==> src/rtl/counter_round.sv <==
// Round/step counter for a memory-style game: round n needs n accepted user steps,
// a one-cycle tc marks each completed round, and the game ends in WIN after MAX_ROUND.
module counter_round #(
  parameter int WIDTH     = 4,
  parameter int MAX_ROUND = 15,
  parameter int EDGE_MODE = 1
) (
  input  logic             clk,
  input  logic             R,
  input  logic             start,
  input  logic             E,
  input  logic             fail,
  output logic [WIDTH-1:0] step,
  output logic [WIDTH-1:0] round,
  output logic             tc,
  output logic             win,
  output logic             lost,
  output logic             busy
);

  if (MAX_ROUND < 1 || MAX_ROUND > (2 ** WIDTH) - 1) begin : g_bad_max_round
    $error("counter_round: MAX_ROUND must lie in 1 .. 2**WIDTH-1");
  end

  localparam logic [WIDTH-1:0] MAX_R = WIDTH'(MAX_ROUND);
  localparam logic [WIDTH-1:0] ONE   = WIDTH'(1);

  typedef enum logic [1:0] {
    IDLE = 2'd0,
    WAIT = 2'd1,
    DONE = 2'd2,
    WIN  = 2'd3
  } state_e;

  state_e           state_q, state_d;
  logic [WIDTH-1:0] step_q, step_d;
  logic [WIDTH-1:0] round_q, round_d;
  logic             e_d_q, e_d_d;
  logic             tc_q, tc_d;
  logic             win_q, win_d;
  logic             lost_q, lost_d;
  logic             busy_q, busy_d;
  logic             accept;
  logic [WIDTH-1:0] step_inc;

  // Edge mode counts only a fresh rise of E, so a level held into WAIT never counts.
  assign accept   = (EDGE_MODE != 0) ? (E & ~e_d_q) : E;
  assign step_inc = step_q + ONE;

  always_ff @(posedge clk or negedge R) begin
    if (!R) begin
      state_q <= IDLE;
      step_q  <= '0;
      round_q <= '0;
      e_d_q   <= 1'b0;
      tc_q    <= 1'b0;
      win_q   <= 1'b0;
      lost_q  <= 1'b0;
      busy_q  <= 1'b0;
    end else begin
      state_q <= state_d;
      step_q  <= step_d;
      round_q <= round_d;
      e_d_q   <= e_d_d;
      tc_q    <= tc_d;
      win_q   <= win_d;
      lost_q  <= lost_d;
      busy_q  <= busy_d;
    end
  end

  always_comb begin
    state_d = state_q;
    step_d  = step_q;
    round_d = round_q;
    lost_d  = lost_q;
    e_d_d   = E;
    unique case (state_q)
      IDLE, WIN: begin
        if (start) begin
          round_d = ONE;
          step_d  = '0;
          lost_d  = 1'b0;
          state_d = WAIT;
        end
      end
      WAIT: begin
        // A wrong entry wins over a step arriving in the same cycle.
        if (fail) begin
          lost_d  = 1'b1;
          step_d  = '0;
          state_d = IDLE;
        end else if (accept) begin
          if (step_inc == round_q) begin
            step_d  = round_q;
            state_d = DONE;
          end else begin
            step_d = step_inc;
          end
        end
      end
      DONE: begin
        if (round_q == MAX_R) begin
          state_d = WIN;
        end else begin
          round_d = round_q + ONE;
          step_d  = '0;
          state_d = WAIT;
        end
      end
      default: state_d = IDLE;
    endcase
    // Outputs are registered copies decoded from the next state.
    tc_d   = (state_d == DONE);
    win_d  = (state_d == WIN);
    busy_d = (state_d == WAIT) || (state_d == DONE);
  end

  assign step  = step_q;
  assign round = round_q;
  assign tc    = tc_q;
  assign win   = win_q;
  assign lost  = lost_q;
  assign busy  = busy_q;

endmodule

==> config.mk <==
export PLATFORM = sky130hd
export DESIGN_NAME = counter_round
export DESIGN_NICKNAME = d
export VERILOG_FILES = /design/src/rtl/counter_round.sv
export SDC_FILE = /design/constraint.sdc
export NUM_CORES = 1
export LEC_CHECK = 0
export CAP_MARGIN = 30
export CORE_MARGIN = 4
export CORE_UTILIZATION = 34
export DETAILED_ROUTE_END_ITERATION = 6
export PLACE_DENSITY = 0.62
export SLEW_MARGIN = 20
export SYNTH_ARGS = -nofsm -noshare
export SYNTH_HDL_FRONTEND = slang
export SYNTH_SLANG_ARGS = --single-unit
==> constraint.sdc <==
create_clock -name clk -period 2.1 [get_ports clk]
set_clock_uncertainty 0.1 [all_clocks]
set_input_delay 0.42 -clock clk [delete_from_list [all_inputs] [get_ports clk]]
set_output_delay 0.42 -clock clk [all_outputs]
set_load 0.01 [all_outputs]
==> results.yml, run 1 <==
critical_path:
  start_kind: "flip-flop"
  critical_path.startpoint: "state_q[0]$_DFF_PN0_"
  critPathArrivalTime_ns: 1.99
  critPathRequiredTime_ns: 2.17
  cp_top_family: "adder cells"
  crit_type: "reg2reg"
  cp-end-kind: "flip-flop"
  cp_cell_sequence: "inv_1 -> ha_1 -> nand2b_2 -> o21ai_0 -> a21oi_1 -> o21ai_0 -> ha_1 -> inv_1"
  worstPathMaxFanout: 8
  slowest_delay_ns: 0.42
  rr_startpoint: "state_q[0]$_DFF_PN0_"
  worstPathBufferInverterCount: 2
  crit_slowest_cell: "dfrtp_2"
synth:
  yosys.area.top_type: "dfrtp_1"
  syn_area_per_cell_um2: 9.79
  yosys.cell_types.count: 30
  synth_top_area_share: 0.446
  yosysSeqAreaShare: 0.446
  synth_fa_ha_area_frac: 0.0743
  synth_xor_area_frac: 0.0713
  yosysWarnings: 0
  synth_top_family_by_area: "compound AO/OA/AOI/OAI gates"
  syn_area_um2: 842
  ys_ff_latch: 15
  synth_compound_area_frac: 0.199
  synth_mux_area_frac: 0.0134
  synth_cells: 86
  synthSimpleGateAreaFrac: 0.163
  synth_area_leaders: "dfrtp_1 45%, ha_1 7.4%, o21ai_0 5.3%"
  syn-num-nets: 96
power_and_ir_drop:
  power.density_nw_per_um2: 1250
  power_frac_clock: 0.114
  ir_drop_uv: 804
  swShare: 0.400
  switchingPower_mw: 0.557
  p_int_mw: 0.836
  power_frac_seq: 0.321
  p_leak_nw: 0.492
  pwr-share-comb: 0.565
global_route:
  grtUsageTotal: 0.113
  antenna_found_initial: 0
  overflow: 0
  grt_max_degree: 16
  grt_pass1_vias: 651
  grt_pass1_wl_mm: 2.92
min_path:
  hold_class: "in2async"
timing:
  relSlewSlack: 0.803
  setup_slack_ns: 0.182
  setup_violations: 0
  maxSlewViolCount: 0
  tightest_slew_ns: 0.295
  period_needed_ns: 1.92
  max_freq_mhz: 521
  fin_tns_setup_ns: 0
  rsz0062_at_grt: "no"
  hold_viol_final: 0
  finalCritPeriodShare: 0.914
clock_tree:
  clkTransAtPathRegs_ns: 0.09
  cts_tree: "built"
  cts_htree_levels: 1
  insertion_delay_ns: 0.27
  ctsHoldBuffers: 0
  cts_root_buf: "clkbuf_4"
  cts_max_path_buffers: 2
  cts_sinks: 15
  numCtsBuffers: 3
final_layout:
  regArea_um2: 377
  syn_to_final_growth_pct: 32.1
  final_cell_mix: "16 x clkdlybuf4s50_1, 14 x dfrtp_1, 10 x nand2_1, 9 x o21ai_0, 7 x buf_4"
  layout-drive-gt1-share: 0.196
  finalNonFillerCells: 140
  fin_util: 0.489
  design_area_um2: 1110
  mostFrequentLayoutCell: "clkdlybuf4s50_1"
  multi_input_area_um2: 439
  fillCellCount: 228
  finalNetCount: 123
  insertedDiodeCount: 0
placement:
  placed_area_um2: 1080
  post-dp-hpwl_mm: 1.34
  post-place-ws_ns: -0.0198
  dpl.cell_count: 136
  port_buffers: 16
  place.gp.congestion: 0.852
routing:
  viasPerCell: 4.91
  drc: 0
  drt-initial-drc-count: 8
  ant_nets: 0
  wl_mm: 1.73
  vias: 688
  routedWlPerCell_um: 12.4
  first_pass_iters: 4
floorplanning:
  dieArea_um2: 3340
  start_util: 0.370
  fp.coreArea_um2: 2280
  io_pins: 17
  die_y_um: 57.8
  row_count: 17
  die_x_um: 57.8
run_status:
  status: "finished, final reports clean"
flow_run:
  cap_violations: 0
[power groups by stage]
| stage | sequential, mW | combinational [mW] | clock, mW |
|---|---|---|---|
| final | 0.446 | 0.787 | 0.159 |
| after global routing | 0.463 | 0.882 | 0.184 |
| after CTS | 0.445 | 0.795 | 0.170 |
| after detailed placement | 0.451 | 0.789 | 0 |
| after global placement | 0.449 | 0.777 | 0 |
| after floorplan | 0.470 | 0.441 | 0 |
[per-layer routing]
metal,wire length [µm],GRT usage,vias to the layer above
li1,-,-,355
met1,821,0.151,320
met2,807,0.176,11
met3,84,0.0290,2
met4,16,0.0397,0
met5,0,0,-
[worst register-to-register path: stages, from the launching register on]
cell	delay, ns
dfrtp_2	0.42
inv_1	0.06
ha_1	0.39
nand2b_2	0.12
o21ai_0	0.09
a21oi_1	0.21
o21ai_0	0.12
ha_1	0.28
inv_1	0.03
[cell type report]
type | instances | share of cell area
inverter | 6 | 0.0202
multi-input combinational | 64 | 0.395
sequential | 15 | 0.339
tap | 28 | 0.0315
timing repair buffer | 23 | 0.191
clock buffer | 4 | 0.0236
[per-stage QoR]
stage	hold WS, ns	power, mW
detailed placement	0.437	1.24
finish	0.356	1.39
floorplan	0.0244	0.911
global route	0.365	1.53
CTS	0.356	1.41
global placement	0.431	1.23
[sequential cells by signal (all words and copies together), names as in the netlist]
name,count
busy,1
e_d_q,1
lost,1
round,4
state_q,2
step,4
tc,1
win,1
[path summary, 6_finish.rpt]
| check | slack, ns | endpoint | cells after the start |
|---|---|---|---|
| worst min register to register | 0.45 | lost$_DFFE_PN0P_ | 2 |
| max in group asynchronous | 1.35 | state_q[0]$_DFF_PN0_ | 2 |
| min in group clk | 0.45 | lost$_DFFE_PN0P_ | 2 |
| worst min-delay path | 0.36 | lost$_DFFE_PN0P_ | 2 |
| worst max-delay path | 0.18 | busy$_DFF_PN0_ | 8 |
| worst max register to register | 0.18 | busy$_DFF_PN0_ | 8 |
[kinds of logic after synthesis]
kind of cell | after synthesis
AOI/OAI and AO/OA | 25
xor gates and xnor gates | 6
adders and majority gates | 5
buffers and inverters | 7
DFF | 15
muxes | 1
and+or+nand+nor | 27
[cell usage after synthesis, drive strengths merged]
library cell and instances:
o2bb2ai 1, nand2b 2, xnor2 4, o22ai 1, mux2 1, and3 2
inv 6, dfrtp 15, nand2 10, ha 5, o211ai 1, and2 1
a21oi 6, nor2b 2, nor2 4, a22o 1, a32o 1, a31oi 1
xor2 2, buf 1, o21ai 12, nand3 4, a31o 1, nor3 1
nand4 1
[repair_timing]
action,in CTS,in global routing
resized for setup,0,1
endpoints found under the setup margin,0,1
buffers inserted,0,0
(Power assumes the default switching activity.)
==> inputs of run 2 (changes only) <==
--- a/config.mk
+++ b/config.mk
@@ -10,7 +10,7 @@
 export CORE_UTILIZATION = 34
 export DETAILED_ROUTE_END_ITERATION = 6
 export PLACE_DENSITY = 0.62
-export SLEW_MARGIN = 20
+export SKIP_LAST_GASP = 1
 export SYNTH_ARGS = -nofsm -noshare
 export SYNTH_HDL_FRONTEND = slang
 export SYNTH_SLANG_ARGS = --single-unit
==> constraint.sdc (replaced) <==
create_clock -name clk -period 1.8 [get_ports clk]
set_clock_uncertainty 0.1 [all_clocks]
set_input_delay 0.36 -clock clk [delete_from_list [all_inputs] [get_ports clk]]
set_output_delay 0.36 -clock clk [all_outputs]
set_load 0.01 [all_outputs]
==> run 2 against run 1 <==
Effect of this change: global-route usage increased by 0.18 points; final area increased by 18%; routed wire length rose by 11%; first-iteration DRC count up 13%; worst hold slack got worse by 0.061 ns; cell count increased by 11%; utilization up 9.0 points; maximum frequency increased by 9.8%; non-clock buffer count is 15 higher; via count grew 8.1%; critical path type unchanged.
==> results.yml, run 2 (same netlist as run 1, synthesis figures left out) <==
timing:
  fin_tns_setup_ns: 0
  hold_viol_final: 0
  rsz0062_at_grt: "yes"
  max_freq_mhz: 572
  maxSlewViolCount: 0
  setup_violations: 0
  relSlewSlack: 0.815
  tightest_slew_ns: 0.277
  period_needed_ns: 1.75
  finalCritPeriodShare: 0.971
  hold_ws_ns: 0.295
clock_tree:
  cts_sinks: 15
  cts_max_path_buffers: 2
  numCtsBuffers: 3
  clkTransAtPathRegs_ns: 0.09
  cts_root_buf: "clkbuf_4"
  cts_tree: "built"
  ctsHoldBuffers: 0
  cts_htree_levels: 1
  insertion_delay_ns: 0.28
global_route:
  met2_usage: 0.190
  grt_max_degree: 16
  grt.busiest_layer: "met2"
  met3_usage: 0.0200
  overflow: 0
  grt_pass1_vias: 713
  grt_pass1_wl_mm: 3.01
  grtUsageMet1: 0.149
  grtUsageTotal: 0.115
  antenna_found_initial: 0
final_layout:
  fillCellCount: 189
  final_cell_mix: "22 x buf_4, 14 x clkdlybuf4s50_1, 11 x dfrtp_1, 10 x nand2_1, 6 x o21ai_0"
  finalNetCount: 138
  multi_input_area_um2: 526
  regArea_um2: 380
  finalNonFillerCells: 155
  layout-drive-gt1-share: 0.394
  insertedDiodeCount: 0
  syn_to_final_growth_pct: 56.3
  mostFrequentLayoutCell: "buf_4"
floorplanning:
  dieArea_um2: 3340
  fp.coreArea_um2: 2280
  die_x_um: 57.8
  io_pins: 17
  die_y_um: 57.8
  start_util: 0.370
  row_count: 17
placement:
  post-dp-hpwl_mm: 1.38
  dpl.cell_count: 145
  port_buffers: 16
  place.gp.congestion: 0.788
critical_path:
  cp-end-kind: "flip-flop"
  critPathRequiredTime_ns: 1.93
  worstPathMaxFanout: 4
  critical_path.startpoint: "step[0]$_DFFE_PN0P_"
  slowest_delay_ns: 0.43
  start_kind: "flip-flop"
  crit_slowest_cell: "dfrtp_2"
  rr_startpoint: "step[0]$_DFFE_PN0P_"
  crit_type: "reg2reg"
  cp_cell_sequence: "ha_4 -> xnor2_1 -> and3_1 -> nand3_4 -> a31oi_4 -> ha_1 -> inv_1"
  critPathArrivalTime_ns: 1.87
power_and_ir_drop:
  power.density_nw_per_um2: 1550
  p_leak_nw: 0.594
  ir_drop_uv: 919
  total_power_mw: 2.03
routing:
  vias: 744
  drc: 0
  wl_mm: 1.92
  routedWlPerCell_um: 12.4
  viasPerCell: 4.80
  ant_nets: 0
  drt-initial-drc-count: 9
  first_pass_iters: 4
flow_run:
  cap_violations: 0
min_path:
  hold_class: "in2async"
run_status:
  status: "finished, final reports clean"
## run 2: routing by layer
| layer | share of wire | up-vias |
|---|---|---|
| li1 | - | 384 |
| met1 | 0.45 | 343 |
| met2 | 0.50 | 13 |
| met3 | 0.039 | 4 |
| met4 | 0.0089 | 0 |
| met5 | 0 | - |
## run 2: where the power goes
part,total [mW],internal [mW],switching [mW]
clock network,0.192,0.0859,0.107
registers,0.530,0.438,0.0921
logic,1.31,0.709,0.604
total,2.03,1.23,0.803
## run 2: path summary, 6_finish.rpt
check | endpoint | slack (ns) | cells past startpoint
setup reg to reg | busy$_DFF_PN0_ | 0.05 | 7
setup / recovery | busy$_DFF_PN0_ | 0.05 | 7
max in group asynchronous | state_q[1]$_DFF_PN0_ | 1.11 | 2
min in group clk | e_d_q$_DFF_PN0_ | 0.44 | 1
hold / removal | step[2]$_DFFE_PN0P_ | 0.29 | 2
hold reg to reg | lost$_DFFE_PN0P_ | 0.45 | 2
## run 2: repair_timing
item                       4_1_cts  5_1_grt
gates resized for setup          2       14
pin swaps                        0        4
setup endpoints to repair        2        8
cloned                           0        0
buffers inserted                 0        6
## run 2: layout make-up
type	instances	share of cell area
Tap cell	28	0.0266
Timing Repair Buffer	38	0.248
Multi-Input combinational cell	64	0.399
Sequential cell	15	0.289
Clock buffer	4	0.0200
Inverter	6	0.0171
## run 2: critical path: cells and delay by family (launching register included)
family / cells / cell delay [ns]
xor gates and xnor gates: 1 / 0.13
AOI/OAI and AO/OA: 1 / 0.17
buffers and inverters: 1 / 0.05
adders and majority gates: 2 / 0.49
DFF: 1 / 0.43
and+or+nand+nor: 2 / 0.33
## run 2: through the flow
step | worst slack [ns] | area [µm²] | util
3_3_place_gp | -0.122 | 1190 | 0.523
4_1_cts | 0.00623 | 1220 | 0.535
5_1_grt | -0.0343 | 1320 | 0.578
6_report | 0.0523 | 1320 | 0.578
3_5_place_dp | -0.153 | 1190 | 0.523
2_1_floorplan | 0.0182 | 881 | -
